$ cat config.mk
export PLATFORM = sky130hd
export DESIGN_NAME = sensor_filter
export DESIGN_NICKNAME = d
export VERILOG_FILES = /design/src/rtl/sensor_filter.sv
export SDC_FILE = /design/constraint.sdc
export NUM_CORES = 1
export LEC_CHECK = 0
export BUFFER_PORTS_ARGS = -buffer_cell sky130_fd_sc_hd__buf_2
export CAP_MARGIN = 5
export CORE_MARGIN = 10
export CORE_UTILIZATION = 30
export CTS_CLUSTER_DIAMETER = 120
export CTS_CLUSTER_SIZE = 14
export DETAILED_ROUTE_END_ITERATION = 7
export GPL_ROUTABILITY_DRIVEN = 0
export PLACE_DENSITY = 0.52
export SLEW_MARGIN = 20
export SYNTH_ARGS = -nofsm -noshare
export SYNTH_HDL_FRONTEND = slang
export SYNTH_SLANG_ARGS = --single-unit
$ cat constraint.sdc
create_clock -name clk -period 7.61 [get_ports clk]
set_input_delay 0.3805 -clock clk [delete_from_list [all_inputs] [get_ports clk]]
set_output_delay 0.3805 -clock clk [all_outputs]
set_load 0.01 [all_outputs]
$ cat src/rtl/sensor_filter.sv
// sensor_filter: synchronise, prescale-sample and debounce the three IR line sensors.
// Build with LINE_LOST_EN defined to add the lost-line counter behind line_lost.
module sensor_filter #(
  parameter int TICK_DIV   = 50000,
  parameter int CNT_MAX    = 7,
  parameter int LOST_TICKS = 500
) (
  input  logic clk,
  input  logic rst_n,
  input  logic sensorLeftRaw,
  input  logic sensorMiddleRaw,
  input  logic sensorRightRaw,
  output logic sensorLeftFiltered,
  output logic sensorMiddleFiltered,
  output logic sensorRightFiltered,
  output logic sample_tick,
  output logic changed,
  output logic line_lost
);
  localparam int TW = TICK_DIV > 1 ? $clog2(TICK_DIV) : 1;
  localparam int IW = $clog2(CNT_MAX + 1);
  localparam logic [TW-1:0] TLAST = TW'(TICK_DIV - 1);
  localparam logic [IW-1:0] CMAX = IW'(CNT_MAX);
  logic [2:0] raw, s1_q, s2_q, filt_q, filt_d;
  logic [IW-1:0] cnt_q [3];
  logic [IW-1:0] cnt_d [3];
  logic [TW-1:0] div_q, div_d;
  logic tick_q, tick_d, changed_q, changed_d;
  assign raw = {sensorLeftRaw, sensorMiddleRaw, sensorRightRaw};
  always_comb begin
    div_d = div_q == TLAST ? '0 : div_q + 1'b1;
    tick_d = div_q == TLAST;
    for (int i = 0; i < 3; i++) begin
      cnt_d[i] = cnt_q[i];
      if (tick_q && s2_q[i] && cnt_q[i] != CMAX) cnt_d[i] = cnt_q[i] + 1'b1;
      else if (tick_q && !s2_q[i] && cnt_q[i] != '0) cnt_d[i] = cnt_q[i] - 1'b1;
      // only the saturation points move the output; intermediate counts hold it
      filt_d[i] = cnt_d[i] == CMAX ? 1'b1 : cnt_d[i] == '0 ? 1'b0 : filt_q[i];
    end
    changed_d = filt_d != filt_q;
  end
  always_ff @(posedge clk or negedge rst_n) begin
    if (!rst_n) begin
      s1_q <= '1;
      s2_q <= '1;
      cnt_q <= '{default: CMAX};
      filt_q <= '1;
      div_q <= '0;
      tick_q <= 1'b0;
      changed_q <= 1'b0;
    end else begin
      s1_q <= raw;
      s2_q <= s1_q;
      cnt_q <= cnt_d;
      filt_q <= filt_d;
      div_q <= div_d;
      tick_q <= tick_d;
      changed_q <= changed_d;
    end
  end
  assign {sensorLeftFiltered, sensorMiddleFiltered, sensorRightFiltered} = filt_q;
  assign sample_tick = tick_q;
  assign changed = changed_q;
`ifdef LINE_LOST_EN
  localparam int LW = $clog2(LOST_TICKS + 1);
  localparam logic [LW-1:0] LMAX = LW'(LOST_TICKS);
  logic [LW-1:0] lost_q, lost_d;
  logic line_lost_q, line_lost_d;
  always_comb begin
    lost_d = lost_q;
    if (tick_q) lost_d = &filt_d ? (lost_q == LMAX ? lost_q : lost_q + 1'b1) : '0;
    line_lost_d = lost_d == LMAX;
  end
  always_ff @(posedge clk or negedge rst_n) begin
    if (!rst_n) begin
      lost_q <= '0;
      line_lost_q <= 1'b0;
    end else begin
      lost_q <= lost_d;
      line_lost_q <= line_lost_d;
    end
  end
  assign line_lost = line_lost_q;
`else
  assign line_lost = 1'b0;
`endif
endmodule

# Word-level counts from Yosys, hierarchy flattened
# Index checks and enable logic that the tools add are counted.
# Widths: inputs -> output; s select.
dict set report word_totals {
  register_bits 36
  latchBits 0
  mem_bits_rw 0
  romBits 0
  out_inout_bits 6
  word_cells 58
  n_memories 0
}
dict set report op_classes {
  n_addsub 7
  n_mul 0
  div_mod_pow 0
  n_lt_le_gt_ge 0
  eq_ne 8
  shift 0
  mux 13
  bitwise 0
  reduce_logical 21
}
# operator n
set ops {}
lappend ops {{$mux 3} 6}
lappend ops {{$add 16x1->16 const B} 1}
lappend ops {{$eq 16x16->1 const B} 1}
lappend ops {{$mux 16} 1}
lappend ops {{$logic_and 1x1->1} 12}
lappend ops {{$add 3x1->3 const B} 3}
lappend ops {{$eq 3x3->1 const B} 3}
lappend ops {{$logic_not 3->1} 3}
lappend ops {{$ne 3x3->1 const B} 3}
lappend ops {{$reduce_bool 3->1} 3}
lappend ops {{$sub 3x1->3 const B} 3}
lappend ops {{$mux 1} 6}
lappend ops {{$logic_not 1->1} 3}
lappend ops {{$ne 3x3->1} 1}

# Logic depth before layout (Yosys ltp)
# Gate-level depths: netlist of run 1.
dict set report logic_depth {
  depth_word 9
  depth_mapped 9
  depth_no_buf 9
}

# Worst setup path after synthesis of run 1
# OpenSTA, ideal clock, no wires.
dict set report synth_timing {
  path_type {register to register}
  start {reg cnt_q[3] (netlist bit)}
  end {reg changed_q (netlist: changed)}
  setup_ns 0.139
  arrival_time_ns 2.251
  t_required_ns 7.471
  slack_ns 5.220
  path_stages_with_launch 9
  path_buffers 0
  cell_sequence {dfstp_2 -> inv_1 -> ha_1 -> ha_1 -> or3b_2 -> a21oi_1 -> nor3_1 -> o2bb2ai_1 -> or4_1}
}
dict set report synth_via {
  elab_chain_cells 8
  elab_cells_between_ends 13
}
# item line
set synth_lines {}
lappend synth_lines {{start: declaration} 25} ;# logic [IW-1:0] cnt_q [3];
lappend synth_lines {{start signal: assignment} 54} ;# cnt_q <= cnt_d;
lappend synth_lines {{branches (longest 3 deep; another with $sub 3x1->3)} -}
lappend synth_lines {{$mux 3 (*)} 35} ;# if (tick_q && s2_q[i] && cnt_q[i] != CMAX) cnt_d[i] = cnt_q[i] + 1'b1;
lappend synth_lines {{$logic_not 3->1} 38} ;# filt_d[i] = cnt_d[i] == CMAX ? 1'b1 : cnt_d[i] == '0 ? 1'b0 : filt_q[i];
lappend synth_lines {{$mux 1} 38}
lappend synth_lines {{$mux 1 (*)} 38}
lappend synth_lines {{$ne 3x3->1 (*)} 40} ;# changed_d = filt_d != filt_q;
lappend synth_lines {{via changed_d} 28} ;# logic tick_q, tick_d, changed_q, changed_d;
lappend synth_lines {{end signal: assignment} 58} ;# changed_q <= changed_d;
lappend synth_lines {{end: declaration} 28}
# Mark *: on every way through the listed nets, which the timed path passes.

# Worst setup path in the final report of run 1
# Ends and elaborated chain as after synthesis.

==> results of run 1 <==
==> Yosys cell counts, types with 2 or more instances <==
master	count	area, µm²
dfstp_2	18	473
dfrtp_1	18	450
ha_1	13	163
o2bb2ai_1	2	17.5
xor2_1	6	52.6
nand3b_1	2	15.0
nor3_1	5	25.0
xnor2_1	7	61.3
a21bo_2	2	20.0
nand3_1	9	45.0
nor4_1	3	18.8
o211ai_1	2	15.0
nor2_1	14	52.6
or3_1	3	18.8
nand2b_1	6	37.5
o21ai_0	11	55.1
nor2b_1	5	31.3
nand2_1	13	48.8
a211oi_1	2	15.0
inv_1	11	41.3
a21oi_1	6	30.0
==> stage by stage <==
step	cells	hold WS, ps	setup slack [ps]	power (W)	area, µm²
2_1_floorplan	183	84.9	5220	0.000201	1900
3_5_place_dp	265	347	5090	0.000206	2020
4_1_cts	273	173	5090	0.000348	2110
3_3_place_gp	265	347	5160	0.000207	2020
6_report	273	175	5080	0.000339	2110
5_1_grt	273	164	4960	0.000359	2110
==> power by group <==
part	switching, W	total, W	leakage [nW]	internal [W]
Sequential	0.00000162	0.000196	0.424	0.000195
Combinational	0.00000499	0.00000672	0.429	0.00000173
Clock	0.0000643	0.000136	0.0510	0.0000721
==> cells by family (layout without fill, tap and decap cells) <==
logic type                 after synthesis  count (layout)  share of synthesized area, %
adders and majority gates               13              13                          8.56
xor gates and xnor gates                13              13                          5.99
muxes                                    1               1                         0.527
buffers and inverters                   14              29                          3.36
DFF                                     36              36                          48.6
AOI/OAI and AO/OA                       34              34                          12.1
and+or+nand+nor                         71              71                          20.7
other                                    1               1                         0.197
==> cell usage in the layout, fill, tap and decap left out, drive strengths merged, types with 3 or more instances in the layout <==
cell type | Yosys | layout
xnor2 | 7 | 7
nor2b | 5 | 5
nor3 | 5 | 5
nand2b | 6 | 6
nand3 | 9 | 9
or3 | 3 | 3
inv | 12 | 12
buf | 2 | 9
xor2 | 6 | 6
nand2 | 13 | 13
nor4 | 3 | 3
nor2 | 14 | 14
o21ai | 11 | 11
a21oi | 6 | 6
dfrtp | 18 | 18
clkbuf | 0 | 6
dfstp | 18 | 18
ha | 13 | 13
==> metal layers <==
layer / GRT usage (%) / wire (µm) / vias to the layer above
met4: 3.09 / 57 / 0
li1: - / - / 671
met2: 11.5 / 1460 / 16
met3: 3.25 / 152 / 7
met5: 0 / 0 / -
met1: 8.79 / 1630 / 598
==> final timing paths <==
path,end,cells after the start
worst max-delay path,changed,8
worst max register to register,changed,8
worst min register to register,s2_q[0],0
worst min-delay path,div_q[5],1
min in group clk,s1_q[2],1
max in group asynchronous,div_q[9],1
==> critical path, stage by stage (launching register included) <==
cell	delay, ps
dfstp_2	550
inv_1	50
ha_1	190
ha_1	230
or3b_2	450
a21oi_1	240
nor3_1	80
o2bb2ai_1	130
or4_1	500
==> cell type report <==
| class | count | area share, % |
|---|---|---|
| well taps | 75 | 4.44 |
| clock inverters | 2 | 0.474 |
| multi-input cells | 133 | 43.2 |
| inverters | 12 | 2.13 |
| clock buffers | 6 | 3.91 |
| flip-flops and latches | 36 | 43.7 |
| repair buffers | 9 | 2.13 |
==> state kept, by name, indices dropped and copies added (netlist names) <==
| name | cells |
|---|---|
| div_q | 16 |
| cnt_q | 9 |
| filt_q | 3 |
| s1_q | 3 |
| s2_q | 3 |
| changed | 1 |
| sample_tick | 1 |
==> results.sh, run 1 <==
export IMPL_core_area_um2=6030
export IMPL_grt_pass1_vias=1368
export IMPL_avgRoutedWirePerCell_um=12.1
export IMPL_dieHeight_um=99.6
export IMPL_start_util_pct=31.5
export IMPL_fin_skew_ps=3.41
export IMPL_hpwl_um=2420
export IMPL_drtAntennaViolNets=0
export IMPL_vias=1292
export IMPL_avgSynthCellArea_um2=10.4
export IMPL_synth_nets=201
export IMPL_rows=28
export IMPL_antenna_found_initial=0
export IMPL_synth_edf_count=0
export IMPL_grt_overflow=0
export IMPL_cts_tree="yes"
export IMPL_min_period_over_period_pct=33.2
export IMPL_cts_buffers=5
export IMPL_path_max_fanout=5
export IMPL_crit_type="reg2reg"
export IMPL_hold_class="in2async"
export IMPL_peakVddDrop_mv=0.0980
export IMPL_cts_root_buf="clkbuf_8"
export IMPL_hold_buffers=0
export IMPL_multiInputGateArea_um2=912
export IMPL_max_freq_ghz=0.396
export IMPL_fill_cells=632
export IMPL_io_pins=11
export IMPL_yosysWarningCount=0
export IMPL_startpoint="cnt_q[3]"
export IMPL_async_reset_ff_share_pct=100
export IMPL_synth_seq_cells=36
export IMPL_crit_reg2reg_launch="cnt_q[3]"
export IMPL_first_iter_violations=63
export IMPL_avgViaCountPerCell=4.73
export IMPL_finalWirelength_um=3300
export IMPL_drv_slew=0
export IMPL_ys_seq_area_share_pct=48.6
export IMPL_slew_headroom_pct=47.5
export IMPL_dieArea_um2=9910
export IMPL_grt_max_degree=37
export IMPL_tightest_slew_ps=788
export IMPL_reg2reg_slack_ps=5080
export IMPL_clockBufferDepth=2
export IMPL_arrival_ps=2690
export IMPL_outcome="finished, final reports clean"
export IMPL_fin_util_pct=35.0
export IMPL_p_leak_nw=0.904
export IMPL_drive_above_1_share_pct=20.7
export IMPL_clock_latency_ps=280
export IMPL_drt_first_pass_iters=4
export IMPL_clk_pin_slew_ps=70
export IMPL_required_ps=7770
export IMPL_grt_pass1_wl_um=6090
export IMPL_min_period_ps=2530
export IMPL_io_buffers=9
export IMPL_nets=215
export IMPL_ys_types=46
export IMPL_fin_setup_tns_ps=0
export IMPL_route_detailed_drc=0
export IMPL_diodes=0
export IMPL_p_per_area_nw_per_um2=161
export IMPL_seq_area_um2=923
export IMPL_synthFlopType="dfstp_2"
export IMPL_end_kind="register"
export IMPL_cts_resized=0
export IMPL_rsz0062_at_grt="false"
export IMPL_synthesis_area_um2=1900
export IMPL_area_delta_synth_final_pct=11.2
export IMPL_die_w_um=99.6
export IMPL_htree_levels=2
export IMPL_setup_violations=0
export IMPL_track_usage_pct=7.43
export IMPL_netlist_instances=183
export IMPL_post_cts_buffers=0
export IMPL_hold_viol=0
export IMPL_startpoint_type="register"
export IMPL_cap_violations=0
export IMPL_clock_sinks=36
Note: power is estimated with default switching activity, not from simulation.
==> run 2, diff against run 1 <==
--- a/config.mk
+++ b/config.mk
@@ -5,6 +5,7 @@
 export SDC_FILE = /design/constraint.sdc
 export NUM_CORES = 1
 export LEC_CHECK = 0
+export ABC_AREA = 1
 export BUFFER_PORTS_ARGS = -buffer_cell sky130_fd_sc_hd__buf_2
 export CAP_MARGIN = 5
 export CORE_MARGIN = 10
==> constraint.sdc (replaced) <==
create_clock -name clk -period 2.5 [get_ports clk]
set_input_delay 0.125 -clock clk [delete_from_list [all_inputs] [get_ports clk]]
set_output_delay 0.125 -clock clk [all_outputs]
set_load 0.01 [all_outputs]
==> run 2 against run 1 <==
Worst setup slack worse by 4600 ps. Non-clock buffer count is 5 higher. Global-route usage is 0.25 points lower. Count of clock-buffer cells in the layout is 1 higher. Critical path depth is 5 higher. Wire length is 12% higher. Die area is 8.3% higher.
==> results.sh, run 2 <==
export IMPL_final_cell_mix="65 x nand2_1, 49 x inv_1, 30 x nand3_1"
export IMPL_hpwl_um=2860
export IMPL_largest_reg_flops=16
export IMPL_avgSynthCellArea_um2=8.03
export IMPL_antenna_found_initial=0
export IMPL_min_period_ps=1980
export IMPL_setup_violations=0
export IMPL_outcome="finished, final reports clean"
export IMPL_cts_buffers=5
export IMPL_yosysWarningCount=0
export IMPL_htree_levels=2
export IMPL_drive_above_1_share_pct=17.1
export IMPL_ys_types=26
export IMPL_cts_tree="yes"
export IMPL_peakVddDrop_mv=0.223
export IMPL_slew_headroom_pct=48.4
export IMPL_async_reset_ff_share_pct=100
export IMPL_nets=298
export IMPL_path_max_fanout=4
export IMPL_cts_root_buf="clkbuf_8"
export IMPL_ys_seq_area_share_pct=44.0
export IMPL_synth_area_leaders="dfstp_2 23%, dfrtp_1 21%, nand2_1 12%, inv_1 8.8%, ha_1 7.8%"
export IMPL_drtAntennaViolNets=0
export IMPL_synthFlopType="dfstp_2"
export IMPL_grt_max_degree=37
export IMPL_route_detailed_drc=0
export IMPL_finalWirelength_um=3710
export IMPL_grt_pass1_wl_um=6700
export IMPL_p_per_area_nw_per_um2=426
export IMPL_layout_commonest_cell="nand2_1"
export IMPL_diodes=0
export IMPL_synth_edf_count=0
export IMPL_final_area_um2=2370
export IMPL_p_leak_nw=1.21
export IMPL_min_period_over_period_pct=79.1
export IMPL_dpl_cell_area_um2=2250
export IMPL_synthesis_area_um2=2100
export IMPL_synthTopCellsByCount="65 x nand2_1, 49 x inv_1, 30 x nand3_1"
export IMPL_max_freq_ghz=0.506
export IMPL_synth_top_area_share_pct=22.6
export IMPL_synth_most_common_cell="nand2_1"
export IMPL_dieArea_um2=10700
export IMPL_required_ps=2660
export IMPL_synth_nets=279
export IMPL_fin_util_pct=34.9
export IMPL_vias=1591
export IMPL_avgRoutedWirePerCell_um=9.83
export IMPL_hold_viol=0
export IMPL_avgViaCountPerCell=4.22
export IMPL_grt_overflow=0
export IMPL_io_pins=11
export IMPL_synth_top_cell_by_area="dfstp_2"
export IMPL_crit_type="reg2reg"
export IMPL_area_delta_synth_final_pct=13.1
export IMPL_core_area_um2=6790
export IMPL_rsz0062_at_grt="false"
export IMPL_track_usage_pct=7.18
export IMPL_first_iter_violations=75
export IMPL_start_util_pct=30.9
export IMPL_rows=30
export IMPL_tightest_slew_ps=775
export IMPL_clk_pin_slew_ps=70
export IMPL_fin_skew_ps=7.67
export IMPL_top_regs="div_q x16, cnt_q x9"
export IMPL_grt_pass1_vias=1576
export IMPL_dieHeight_um=104
export IMPL_top_register="div_q"
export IMPL_netlist_instances=261
export IMPL_synth_seq_cells=36
export IMPL_clockBufferDepth=2
export IMPL_clock_sinks=36
export IMPL_die_w_um=104
export IMPL_cap_violations=0
export IMPL_end_kind="register"
export IMPL_fin_setup_tns_ps=0
export IMPL_drt_first_pass_iters=4
export IMPL_hold_class="reg2reg"
export IMPL_clock_latency_ps=290
export IMPL_startpoint_type="register"
export IMPL_arrival_ps=2140
export IMPL_drv_slew=0
export IMPL_io_buffers=9
run 2: cell count changes in the layout (fill, tap and decap cells not counted), moves of 5 or more:
cell	change
nand2b_1	-6
nor2b_1	-5
inv_1	+38
xnor2_1	-7
nand4_1	+10
nor2_1	+7
o21ai_0	-10
nand3_1	+21
nand2_1	+52
run 2: timing repair:
| item | CTS | global route |
|---|---|---|
| hold buffers | 4 | 0 |
| hold endpoints to repair | 21 | 0 |
| setup buffers | 0 | 0 |
| gates resized for setup | 0 | 0 |
run 2: per-layer routing:
metal  part of all wire [%]  GRT usage, %
met3                    3.5          2.04
met4                    1.7          2.72
met5                      0             0
met2                     47          11.7
met1                     48          8.70
run 2: cell families after synthesis:
group | count (synthesis) | synth area share, %
buffers and inverters | 53 | 10.0
AO/OA/AOI/OAI | 3 | 0.716
adder cells (fa/ha/maj) | 13 | 7.76
flip-flops | 36 | 44.0
XOR/XNOR | 10 | 4.18
AND/OR/NAND/NOR | 145 | 33.1
other | 1 | 0.179
run 2: path summary, 6_finish.rpt:
check | startpoint | endpoint | slack [ps] | cells past startpoint
worst max-delay path | cnt_q[6] | changed | 520 | 13
worst max register to register | cnt_q[6] | changed | 520 | 13
min in group asynchronous | rst_n | div_q[12] | 440 | 2
max in group asynchronous | rst_n | changed | 1570 | 2
worst min-delay path | s1_q[2] | s2_q[2] | 360 | 0
worst min register to register | s1_q[2] | s2_q[2] | 360 | 0
run 2: final cells by class:
type                    count  area, µm²
fillers                   697       4420
multi-input cells         172        963
flip-flops and latches     36        923
inverters                  51        191
well taps                  96        120
repair buffers             14       92.6
clock buffers               7       76.3
clock inverters             1       5.00
run 2: stage by stage:
step	power [W]	hold WS [ps]	instances	worst slack [ps]
global route	0.00106	361	377	321
detailed placement	0.000624	233	365	514
floorplan	0.000609	-171	261	716
CTS	0.00104	358	377	502
finish	0.00101	356	377	522
global placement	0.000624	233	365	538
run 2: worst max-delay path, cell delays in order, from the launching register on:
cell and delay [ps]:
dfstp_2 560, inv_1 70, ha_1 200, ha_1 170
inv_1 110, nand3_1 150, nand2_1 140, inv_1 60
nand2_1 50, nand2_1 70, nand3_2 80, nand2_1 50
nand2_1 70, nand3_1 80
run 2: power breakdown:
group | switching (W) | internal, W | leakage (nW)
Sequential | 0.00000288 | 0.000592 | 0.424
Combinational | 0.0000154 | 0.00000683 | 0.744
Clock | 0.000198 | 0.000195 | 0.0422
Total | 0.000216 | 0.000795 | 1.21
==> run 3, diff against run 2 <==
--- a/config.mk
+++ b/config.mk
@@ -14,7 +14,7 @@
 export CTS_CLUSTER_SIZE = 14
 export DETAILED_ROUTE_END_ITERATION = 7
 export GPL_ROUTABILITY_DRIVEN = 0
-export PLACE_DENSITY = 0.52
+export PLACE_DENSITY = 0.54
 export SLEW_MARGIN = 20
 export SYNTH_ARGS = -nofsm -noshare
 export SYNTH_HDL_FRONTEND = slang
==> constraint.sdc (replaced) <==
create_clock -name clk -period 1.64 [get_ports clk]
set_input_delay 0.082 -clock clk [delete_from_list [all_inputs] [get_ports clk]]
set_output_delay 0.082 -clock clk [all_outputs]
set_load 0.01 [all_outputs]
==> run 3 against run 2 <==
The run now ends with setup timing left. Global-route usage is 1.1 points higher. Die area did not move. Sequential share of layout area decreased by 6.3 points. Critical endpoint is now filt_q[0]. Power rose by 56%. Wire length up 15%. Highest routed layer unchanged.
==> results.sh, run 3 (synthesis gave the netlist of run 2 again) <==
export IMPL_layout_commonest_cell="nand2_1"
export IMPL_grt_pass1_wl_um=7650
export IMPL_cts_buffers=5
export IMPL_seq_area_um2=923
export IMPL_outcome="complete, but fails checks"
export IMPL_rsz0062_at_grt="true"
export IMPL_final_cell_mix="43 x nand2_1, 37 x inv_1, 23 x nand2_2"
export IMPL_min_period_ps=1700
export IMPL_htree_levels=2
export IMPL_p_leak_nw=1.38
export IMPL_drt_first_pass_iters=4
export IMPL_setup_slack_ps=-60.0
export IMPL_swShare_pct=20.4
export IMPL_cap_violations=0
export IMPL_internal_power_w=0.00126
export IMPL_placedCellCount=382
export IMPL_cp_cell_sequence="inv_2 -> ha_4 -> ha_4 -> inv_4 -> nand3_4 -> nand3_2 -> inv_2 -> nor2_4 -> nand3_2 -> buf_4 -> nand2_1"
export IMPL_io_pins=11
export IMPL_cts_root_buf="clkbuf_8"
export IMPL_path_max_fanout=4
export IMPL_clock_latency_ps=280
export IMPL_dieHeight_um=104
export IMPL_seq_power_share_pct=57.4
export IMPL_area_delta_synth_final_pct=34.8
export IMPL_grt_pass1_vias=1734
export IMPL_clk_pin_slew_ps=70
export IMPL_crit_buf_inv=4
export IMPL_final_area_um2=2830
export IMPL_multiInputGateArea_um2=1180
export IMPL_p_per_area_nw_per_um2=559
export IMPL_avgViaCountPerCell=4.28
export IMPL_start_util_pct=30.9
export IMPL_drv_slew=0
export IMPL_fin_setup_tns_ps=-127
export IMPL_power_frac_comb_pct=2.4
export IMPL_hold_class="reg2reg"
export IMPL_end_kind="register"
export IMPL_finalWirelength_um=4250
export IMPL_hpwl_um=3060
export IMPL_top_register="div_q"
export IMPL_drive_above_1_share_pct=41.4
export IMPL_route_detailed_drc=0
export IMPL_violations="setup timing"
export IMPL_pwr_share_clk_pct=40.2
export IMPL_grt_max_degree=37
export IMPL_antenna_found_initial=0
export IMPL_cp_depth=11
export IMPL_setup_violations=3
export IMPL_fill_cells=679
export IMPL_die_w_um=104
export IMPL_holdPathStages=0
export IMPL_core_area_um2=6790
export IMPL_track_usage_pct=8.25
export IMPL_min_period_over_period_pct=104
export IMPL_rows=30
export IMPL_fin_skew_ps=9.47
export IMPL_dpl_worst_slack_ps=-148
export IMPL_clockBufferDepth=2
export IMPL_dpl_cell_area_um2=2440
export IMPL_peakVddDrop_mv=0.393
export IMPL_crit_family="flip-flops"
export IMPL_fin_cells=403
export IMPL_startpoint_type="register"
export IMPL_nets=324
export IMPL_first_iter_violations=77
export IMPL_avgRoutedWirePerCell_um=10.5
export IMPL_grt_overflow=0
export IMPL_top_regs="div_q x16, cnt_q x9"
export IMPL_ff2ff_path_depth=11
export IMPL_crit_slowest_cell="dfstp_2"
export IMPL_hold_viol=0
export IMPL_clock_sinks=36
export IMPL_vias=1723
export IMPL_dieArea_um2=10700
export IMPL_cpPeakStageDelay_ps=550
export IMPL_cts_tree="yes"
export IMPL_io_buffers=9
export IMPL_arrival_ps=1930
export IMPL_max_freq_ghz=0.588
export IMPL_crit_type="reg2reg"
export IMPL_required_ps=1870
export IMPL_diodes=0
export IMPL_drtAntennaViolNets=0
export IMPL_switchingPower_w=0.000323
export IMPL_largest_reg_flops=16
## run 3: changes by cell type in the layout (fill, tap and decap cells not counted), moves of 2 or more
cell | before | now
nand3_4 | 2 | 4
nand3_2 | 1 | 9
nand3_1 | 30 | 20
inv_4 | 0 | 3
nand2_1 | 65 | 43
inv_1 | 49 | 37
buf_4 | 1 | 21
inv_2 | 2 | 11
buf_6 | 0 | 5
ha_4 | 0 | 6
ha_1 | 13 | 5
nand2_2 | 2 | 23
ha_2 | 0 | 2
## run 3: per-stage QoR
stage | utilization (%) | hold WS [ps] | total power [W]
after detailed placement | 35.9 | 145 | 0.000953
final | 41.6 | 348 | 0.00158
after CTS | 40.1 | 349 | 0.00161
after global placement | 35.9 | 144 | 0.000953
after floorplan | - | -214 | 0.000929
after global routing | 41.6 | 355 | 0.00166
## run 3: what timing repair did
item,in CTS,in global routing
endpoints found under the setup margin,4,8
resized for setup,27,26
pin swaps,18,24
setup buffers,6,3
hold buffers,4,0
endpoints found under the hold margin,21,0
## run 3: layout make-up
class / instances / area share (%)
well taps: 96 / 4.25
repair buffers: 40 / 11.3
inverters: 51 / 7.04
flip-flops and latches: 36 / 32.7
clock buffers: 8 / 3.19
multi-input cells: 172 / 41.6
## run 3: power by group through the flow
stage	sequential [W]	clock (W)	combinational (W)
2_1_floorplan	0.000922	0	0.00000747
3_3_place_gp	0.000923	0	0.0000303
3_5_place_dp	0.000923	0	0.0000308
4_1_cts	0.000908	0.000668	0.0000391
5_1_grt	0.000908	0.000711	0.0000435
6_report	0.000908	0.000636	0.0000374
## run 3: metal layers
metal	global-route usage, %	up-vias	part of all wire, %
met5	0	-	0
li1	-	902	-
met1	9.71	803	46
met4	2.72	0	1.3
met3	2.29	5	2.4
met2	14.1	13	50
## run 3: worst paths after layout
| kind | slack [ps] | endpoint | start |
|---|---|---|---|
| max in group asynchronous | 940 | s1_q[0] | rst_n |
| min in group asynchronous | 360 | div_q[8] | rst_n |
| worst min register to register | 350 | s2_q[2] | s1_q[2] |
| worst max register to register | -60 | filt_q[0] | cnt_q[6] |
| worst max-delay path | -60 | filt_q[0] | cnt_q[6] |
| worst min-delay path | 350 | s2_q[2] | s1_q[2] |
